### src/rtl/icache_fill_ctrl.sv
// Instruction-cache miss/refill controller: stalls fetch, streams a line from
// memory word by word, writes tag/valid last, and defers redirects seen mid-refill.
module icache_fill_ctrl #(
  parameter int ADDR_W     = 16,
  parameter int DATA_W     = 16,
  parameter int LINE_WORDS = 4,
  parameter int CNT_W      = 16
) (
  input  logic              clk,
  input  logic              rst_n,
  input  logic              fetchValid,
  input  logic [ADDR_W-1:0] addressIn,
  input  logic              hitIn,
  input  logic              PcSrc,
  input  logic [ADDR_W-1:0] BranchTarget,
  output logic              stallOut,
  output logic              memReq,
  output logic [ADDR_W-1:0] memAddr,
  input  logic              memAck,
  input  logic [DATA_W-1:0] memData,
  output logic              fillWe,
  output logic [ADDR_W-1:0] fillAddr,
  output logic [DATA_W-1:0] fillData,
  output logic              tagWe,
  output logic [ADDR_W-1:0] tagAddr,
  output logic              pcSrcOut,
  output logic [ADDR_W-1:0] branchTargetOut,
  output logic [CNT_W-1:0]  missCount
);

  localparam int OFF_W = $clog2(LINE_WORDS);
  localparam logic [ADDR_W-1:0] LINE_MASK = {{(ADDR_W-OFF_W){1'b1}}, {OFF_W{1'b0}}};
  localparam logic [OFF_W-1:0]  LAST_WORD = OFF_W'(LINE_WORDS - 1);

  typedef enum logic [1:0] {
    IDLE  = 2'd0,
    REQ   = 2'd1,
    TAGWR = 2'd2,
    DONE  = 2'd3
  } state_t;

  state_t              state_r;
  logic [ADDR_W-1:0]   lineBase_r;
  logic [OFF_W-1:0]    wordCnt_r;
  logic                branchPending_r;
  logic [ADDR_W-1:0]   pendingTarget_r;
  logic [CNT_W-1:0]    missCount_r;
  logic                miss_s;
  logic [ADDR_W-1:0]   wordAddr_s;

  // A redirect outranks a miss so no refill starts for a wrong-path PC.
  assign miss_s     = (state_r == IDLE) & fetchValid & ~hitIn & ~PcSrc;
  assign wordAddr_s = lineBase_r | {{(ADDR_W-OFF_W){1'b0}}, wordCnt_r};
  assign missCount  = missCount_r;
  assign memAddr    = wordAddr_s;
  assign fillAddr   = wordAddr_s;
  assign fillData   = memData;
  assign tagAddr    = lineBase_r;

  // Per-state output decode; stall and write strobes must act in the same cycle.
  always_comb begin
    stallOut        = 1'b1;
    memReq          = 1'b0;
    fillWe          = 1'b0;
    tagWe           = 1'b0;
    pcSrcOut        = 1'b0;
    branchTargetOut = BranchTarget;
    case (state_r)
      IDLE: begin
        stallOut = miss_s;
        pcSrcOut = PcSrc;
      end
      REQ: begin
        memReq = 1'b1;
        if (memAck) begin
          fillWe = 1'b1;
        end else begin
          fillWe = 1'b0;
        end
      end
      TAGWR: begin
        tagWe = 1'b1;
      end
      DONE: begin
        pcSrcOut = PcSrc | branchPending_r;
        if (PcSrc) begin
          branchTargetOut = BranchTarget;
        end else begin
          branchTargetOut = pendingTarget_r;
        end
      end
      default: begin
        stallOut = 1'b1;
      end
    endcase
  end

  // Refill sequencing, word counter, deferred redirect and miss statistics.
  always_ff @(posedge clk or negedge rst_n) begin
    if (!rst_n) begin
      state_r         <= IDLE;
      lineBase_r      <= {ADDR_W{1'b0}};
      wordCnt_r       <= {OFF_W{1'b0}};
      branchPending_r <= 1'b0;
      pendingTarget_r <= {ADDR_W{1'b0}};
      missCount_r     <= {CNT_W{1'b0}};
    end else begin
      case (state_r)
        IDLE: begin
          if (miss_s) begin
            lineBase_r <= addressIn & LINE_MASK;
            wordCnt_r  <= {OFF_W{1'b0}};
            if (missCount_r != {CNT_W{1'b1}}) begin
              missCount_r <= missCount_r + CNT_W'(1);
            end
            state_r <= REQ;
          end
        end
        REQ: begin
          if (PcSrc) begin
            branchPending_r <= 1'b1;
            pendingTarget_r <= BranchTarget;
          end
          if (memAck) begin
            wordCnt_r <= wordCnt_r + OFF_W'(1);
            if (wordCnt_r == LAST_WORD) begin
              state_r <= TAGWR;
            end
          end
        end
        TAGWR: begin
          if (PcSrc) begin
            branchPending_r <= 1'b1;
            pendingTarget_r <= BranchTarget;
          end
          state_r <= DONE;
        end
        DONE: begin
          branchPending_r <= 1'b0;
          state_r         <= IDLE;
        end
        default: begin
          state_r <= IDLE;
        end
      endcase
    end
  end

endmodule

### config.mk
export PLATFORM = sky130hd
export DESIGN_NAME = icache_fill_ctrl
export DESIGN_NICKNAME = d
export VERILOG_FILES = /design/src/rtl/icache_fill_ctrl.sv
export SDC_FILE = /design/constraint.sdc
export NUM_CORES = 1
export LEC_CHECK = 0
export BUFFER_PORTS_ARGS = -buffer_cell sky130_fd_sc_hd__buf_2
export CAP_MARGIN = 20
export CORE_ASPECT_RATIO = 1.4
export CORE_MARGIN = 1
export CORE_UTILIZATION = 30
export DETAILED_ROUTE_END_ITERATION = 6
export PLACE_DENSITY = 0.65
export RECOVER_POWER = 50
export SETUP_SLACK_MARGIN = 0.02
export SLEW_MARGIN = 40
export SYNTH_ARGS = -nofsm -noshare
export SYNTH_HDL_FRONTEND = slang
export SYNTH_SLANG_ARGS = --single-unit
### constraint.sdc
create_clock -name clk -period 2.8 [get_ports clk]
set_clock_uncertainty 0.2 [all_clocks]
set_input_delay 0.14 -clock clk [delete_from_list [all_inputs] [get_ports clk]]
set_output_delay 0.14 -clock clk [all_outputs]
set_load 0.1 [all_outputs]
Yosys cells after proc, flatten, opt, wreduce, memory -nomap -nowiden. Index checks and enable logic that the tools add are counted.

Flip-flop bits (word level): 51. Input port bits: 54. Output and inout port bits: 101. Logic and storage cells: 50.

$add $sub $neg: 2. Equality and inequality tests: 9. Muxes and demuxes: 17. Bitwise gates (word level): 7. Reductions and logical operators: 9.

Operators by type and width (count): 16-bit two-way mux (2); 16-bit by 1-bit adder with 16-bit output, second input constant (1); 16-bit inequality test, second input constant (1); 16-bit by 2-bit bitwise OR with 16-bit output (1); 2-bit two-way mux (5); 3-bit AND reduction (3); 2-bit case mux with 4 select lines (1); 2-bit == test, second input constant (3); 1-bit two-way mux (6); 2-bit inequality test, second input constant (3); 1-bit case mux with 2 select lines (2); 2-bit case mux with 2 select lines (1); 2-bit AND reduction (2); 2-bit nonzero test (2); 1-bit bitwise AND (3); 2-bit by 1-bit adder with 2-bit output, second input constant (1); 2-bit by 1-bit == test with 1-bit output, second input constant (1); 2-bit logical NOT (1); 2-bit by 1-bit inequality test with 1-bit output, second input constant (1); 1-bit NOT (2); 2-bit OR reduction (1); 1-bit bitwise OR (1).

Longest topological paths before layout.
Depth in word-level cells: 6. Mapped depth: 8. Gate-level depth less buffers: 6.

Worst setup path before layout. OpenSTA, ideal clock, no wires.

Kind: reg2reg. From: register state_r[1]. To: register wordCnt_r[1]. Library setup time: 0.069 ns. Data arrival time: 2.636 ns. Data required time: 2.531 ns. Path slack: -0.105 ns. Stages on the path, launching flop included: 7. Path buffers: 0. Clock period less this slack: 2.905 ns. Cell sequence: dfrtp_1 > inv_1 > ha_1 > and2_1 > nand2_1 > a21oi_1 > a221o_1.

Word-level cells in the longest chain between the ends: 6. Elaborated cells between the ends (all ways): 10. Classes of those cells: 3 x eq/ne; 1 x mux; 3 x bitwise; 3 x reduce/logical.

RTL lines: from (decl) (RTL line 42) `state_t state_r;`; from (signal assigned) (RTL line 101) `state_r <= IDLE;`; from (signal assigned) (RTL line 116) `state_r <= REQ;`; from (signal assigned) (RTL line 127) `state_r <= TAGWR;`; 2-bit logical NOT (RTL line 52, 108); 1-bit bitwise AND (3 in a row) (RTL line 52) `assign miss_s = (state_r == IDLE) & fetchValid & ~hitIn & ~PcSrc;`; 2-bit inequality test (no line); 3-bit AND reduction (no line); to (signal assigned) (RTL line 103) `wordCnt_r <= {OFF_W{1'b0}};`; to (signal assigned) (RTL line 112) `wordCnt_r <= {OFF_W{1'b0}};`; to (signal assigned) (RTL line 125) `wordCnt_r <= wordCnt_r + OFF_W'(1);`; to (decl) (RTL line 44) `logic [OFF_W-1:0] wordCnt_r;`.

Several ways; a longest one is shown, not always the timed one. A chain may end at the register's enable or synchronous reset.

Worst setup path in the final report.
From: register state_r[0]. To: output port branchTargetOut[14].

Word-level cells in the longest chain between the ends: 2.

RTL lines: 2-bit == test (RTL line 68) `case (state_r)`; 16-bit two-way mux (RTL line 68); to (decl) (RTL line 27) `output logic [ADDR_W-1:0] branchTargetOut,`.

Every way passes these cells.

==> load_flow_metrics.sql <==
INSERT INTO impl_metrics (metric_group, metric, value, unit) VALUES
('clock_network', 'cts.sinks', '51', ''),
('global_routing', 'globalRouteTotalUtil', '0.1287', ''),
('worst_setup_path', 'cp-end-kind', 'output pin', ''),
('drt', 'routed-via-count', '2251', ''),
('drt', 'drt-wirelength-per-cell', '12.93', 'µm'),
('drt', 'post_route_ant_nets', '0', ''),
('clock_network', 'clk_pin_slew_worst_paths', '0.06', 'ns'),
('placement', 'place_congestion', '0.7522', ''),
('worst_setup_path', 'timing.critical_path.cells', 'ha_1 -> nand2b_1 -> buf_4 -> mux2_2 -> buf_2', ''),
('global_routing', 'grt_pass1_vias', '2147', ''),
('worst_setup_path', 'crit_path_top_delay_cell', 'dfrtp_1', ''),
('drt', 'drc_errors', '12', ''),
('drt', 'routed_wirelength', '6312', 'µm'),
('sta', 'rsz0062_at_grt', 'no', ''),
('synthesis', 'postSynthCellCount', '275', ''),
('clock_network', 'tritoncts.num_buffers', '5', ''),
('floorplanning', 'rows', '41', ''),
('final_layout', 'layout-area-overhead-vs-synth', '29.23', '%'),
('final_layout', 'n_antenna_cell', '0', ''),
('worst_setup_path', 'critPathLaunch', 'state_r[0]', ''),
('worst_hold_path', 'holdCritPathClass', 'input pin to flop', ''),
('global_routing', 'number_of_antenna_violations_at_the_first_check_in_global_routing', '0', ''),
('synthesis', 'synth.distinct_cells', '33', ''),
('worst_setup_path', 'worstReg2RegStart', 'state_r[0]', ''),
('sta', 'post-route-period-util', '0.8518', ''),
('clock_network', 'clock_tree_from_tritoncts', 'yes', ''),
('synthesis', 'synth-seq-cells', '51', ''),
('worst_setup_path', 'worstPathArrival', '2.05', 'ns'),
('drt', 'drtIter0Drc', '59', ''),
('final_layout', 'number_of_nets_in_the_final_layout', '441', ''),
('clock_network', 'clkLatencyLatePin', '0.29', 'ns'),
('worst_setup_path', 'path_buf_inv', '2', ''),
('global_routing', 'grt_busiest_layer', 'met2', ''),
('global_routing', 'met1_usage', '0.1425', ''),
('floorplanning', 'fp.dieArea', '9917', 'µm²'),
('floorplanning', 'design.core.area', '9131', 'µm²'),
('worst_hold_path', 'hp-start', 'memAck', ''),
('synthesis', 'synth_warnings', '0', ''),
('drt', 'post_drt_via_cell_ratio', '4.613', ''),
('drt', 'drt_pass1_iterations', '7', ''),
('worst_setup_path', 'cp.required', '2.46', 'ns'),
('worst_setup_path', 'critical-path-top-delay-family', 'buffers and inverters', ''),
('clock_network', 'clock-root-buffer', 'clkbuf_16', ''),
('worst_setup_path', 'timing.setup.critical_path_class', 'flop to output pin', ''),
('sta', 'tightestPinTransition', '1.275', 'ns'),
('worst_setup_path', 'timing.critical_path.from_type', 'flop', ''),
('sta', 'hold_viol', '0', ''),
('floorplanning', 'start_util', '0.3127', ''),
('floorplanning', 'design.portCount', '155', ''),
('synthesis', 'syn-mean-instance-area', '10.38', 'µm²'),
('worst_setup_path', 'worst_stage_delay_on_the_critical_path', '0.40', 'ns'),
('sta', 'maxSlewHeadroom', '0.1497', ''),
('sta', 'timing.final.crit_period', '2.385', 'ns'),
('sta', 'timing.final.max_slew_violations', '0', ''),
('sta', 'setup_viol_count_final', '0', ''),
('clock_network', 'cts_htree_levels', '2', ''),
('floorplanning', 'chipHeight', '117.4', 'µm'),
('synthesis', 'synth_sequential_area_ratio', '0.4470', ''),
('job', 'drv.max_cap_violation_count', '0', ''),
('final_layout', 'post_route_cells_drive_above_1_share', '0.3570', ''),
('run_status', 'outcome', 'finished, violations left', ''),
('global_routing', 'grt_overflow', '0', ''),
('placement', 'place.port_buffers', '118', ''),
('global_routing', 'grt_first_pass_wirelength', '10100', 'µm'),
('global_routing', 'pin_count_of_the_biggest_net_entering_global_routing', '52', ''),
('sta', 'fin_setup_tns', '0', 'ns'),
('global_routing', 'grt_use_met2', '0.2382', ''),
('floorplanning', 'die_width', '84.45', 'µm'),
('global_routing', 'met3_usage', '0.02393', ''),
('synthesis', 'syn_std_cell_area', '2855', 'µm²'),
('worst_setup_path', 'critPathMaxFanout', '14', ''),
('run_status', 'violations', 'DRC', ''),
('placement', 'dpl.hpwl', '4302', 'µm'),
('clock_network', 'maximum_root_to_sink_buffer_count', '2', ''),
('sta', 'max_freq', '419.3', 'MHz');
-- cell type report --
type | count | area (µm²)
clock buffers | 6 | 138.9
clock inverters | 2 | 35.03
fillers | 925 | 5441
inverters | 5 | 18.77
multi-input cells | 164 | 1185
flip-flops and latches | 51 | 1276
well taps | 107 | 133.9
repair buffers | 153 | 902.1
-- per-stage QoR --
| stage | instance area [µm²] | setup slack (ns) | instances | hold WS, ns | utilization |
|---|---|---|---|---|---|
| after floorplan | 2860 | 0.1625 | 276 | -0.3556 | - |
| after global routing | 3690 | 0.3194 | 488 | 0.03079 | 0.4041 |
| after global placement | 3249 | 0.7164 | 449 | 0.08068 | 0.3559 |
| final | 3690 | 0.4149 | 488 | 0.03523 | 0.4041 |
| after detailed placement | 3249 | 0.7014 | 449 | 0.08068 | 0.3559 |
| after CTS | 3734 | 0.3793 | 488 | 0.02293 | 0.4089 |
-- logic make-up after synthesis --
| group | after synthesis | share of synthesized area |
|---|---|---|
| and+or+nand+nor | 94 | 0.1665 |
| buffers and inverters | 61 | 0.1450 |
| DFF | 51 | 0.4470 |
| muxes | 35 | 0.1385 |
| xor gates and xnor gates | 15 | 0.04601 |
| AOI/OAI and AO/OA | 11 | 0.02498 |
| adders and majority gates | 7 | 0.03067 |
| other | 1 | 0.001313 |
-- timing repair --
item	4_1_cts	5_1_grt
hold buffers	31	0
resized for setup	0	0
endpoints found under the hold margin	81	0
setup buffers	0	0
setup endpoints to repair	0	0
-- Yosys cell counts (all sizes together) --
cell type | count | area (µm²)
a221o | 1 | 10.01
conb | 1 | 3.750
nor3b | 2 | 15.01
ha | 7 | 87.58
nor4 | 6 | 52.55
nand2b | 4 | 25.02
xor2 | 13 | 113.9
nor4bb | 1 | 10.01
nand4 | 4 | 40.04
and3 | 3 | 18.77
mux2 | 33 | 375.4
nand3 | 7 | 35.03
nor3 | 6 | 30.03
a21oi | 5 | 25.02
and2 | 2 | 12.51
mux2i | 2 | 20.02
and4 | 1 | 8.760
dfrtp | 51 | 1276
inv | 5 | 18.77
nand4bb | 1 | 11.26
o21ai | 4 | 20.02
buf | 53 | 384.1
nand2 | 53 | 198.9
clkbuf | 3 | 11.26
o311ai | 1 | 16.27
nor2 | 4 | 17.52
xnor2 | 2 | 17.52
-- cells in the final DEF (no fill, tap or decap), drive strengths merged, types with 4 or more instances in the layout --
master,n
a21oi,5
buf,88
clkbuf,40
dfrtp,51
dlygate4sd3,31
ha,7
inv,5
mux2,33
nand2,53
nand2b,4
nand3,7
nand4,4
nor2,4
nor3,6
nor4,6
o21ai,4
xor2,13
-- worst paths after layout --
path,depth (start not counted),slack [ns],end
hold / removal,3,0.04,wordCnt_r[0]
hold reg to reg,1,0.29,missCount[15]
setup reg to reg,7,0.70,missCount[12]
setup / recovery,5,0.41,branchTargetOut[14]
max in group asynchronous,3,1.09,pendingTarget_r[14]
min in group asynchronous,3,0.53,tagAddr[12]
-- state kept, by name (all words and copies together) (netlist names) --
signal           flops
tagAddr             14
branchPending_r      1
state_r              2
missCount           16
wordCnt_r            2
pendingTarget_r     16
-- metal layers --
| metal | wire, µm | part of all wire | vias up |
|---|---|---|---|
| met1 | 2599 | 0.41 | 1093 |
| met4 | 110 | 0.017 | 0 |
| met5 | 0 | 0 | - |
| met2 | 3288 | 0.52 | 72 |
| met3 | 314 | 0.050 | 6 |
| li1 | - | - | 1080 |
-- tightest hold or removal path: stages --
cell and delay (ns):
buf_2 0.13, a21oi_1 0.16, nor3_1 0.05
Power is left out: the tool's default activity adds up to more than one toggle a clock period on the data nets, which glitch-free logic cannot reach.
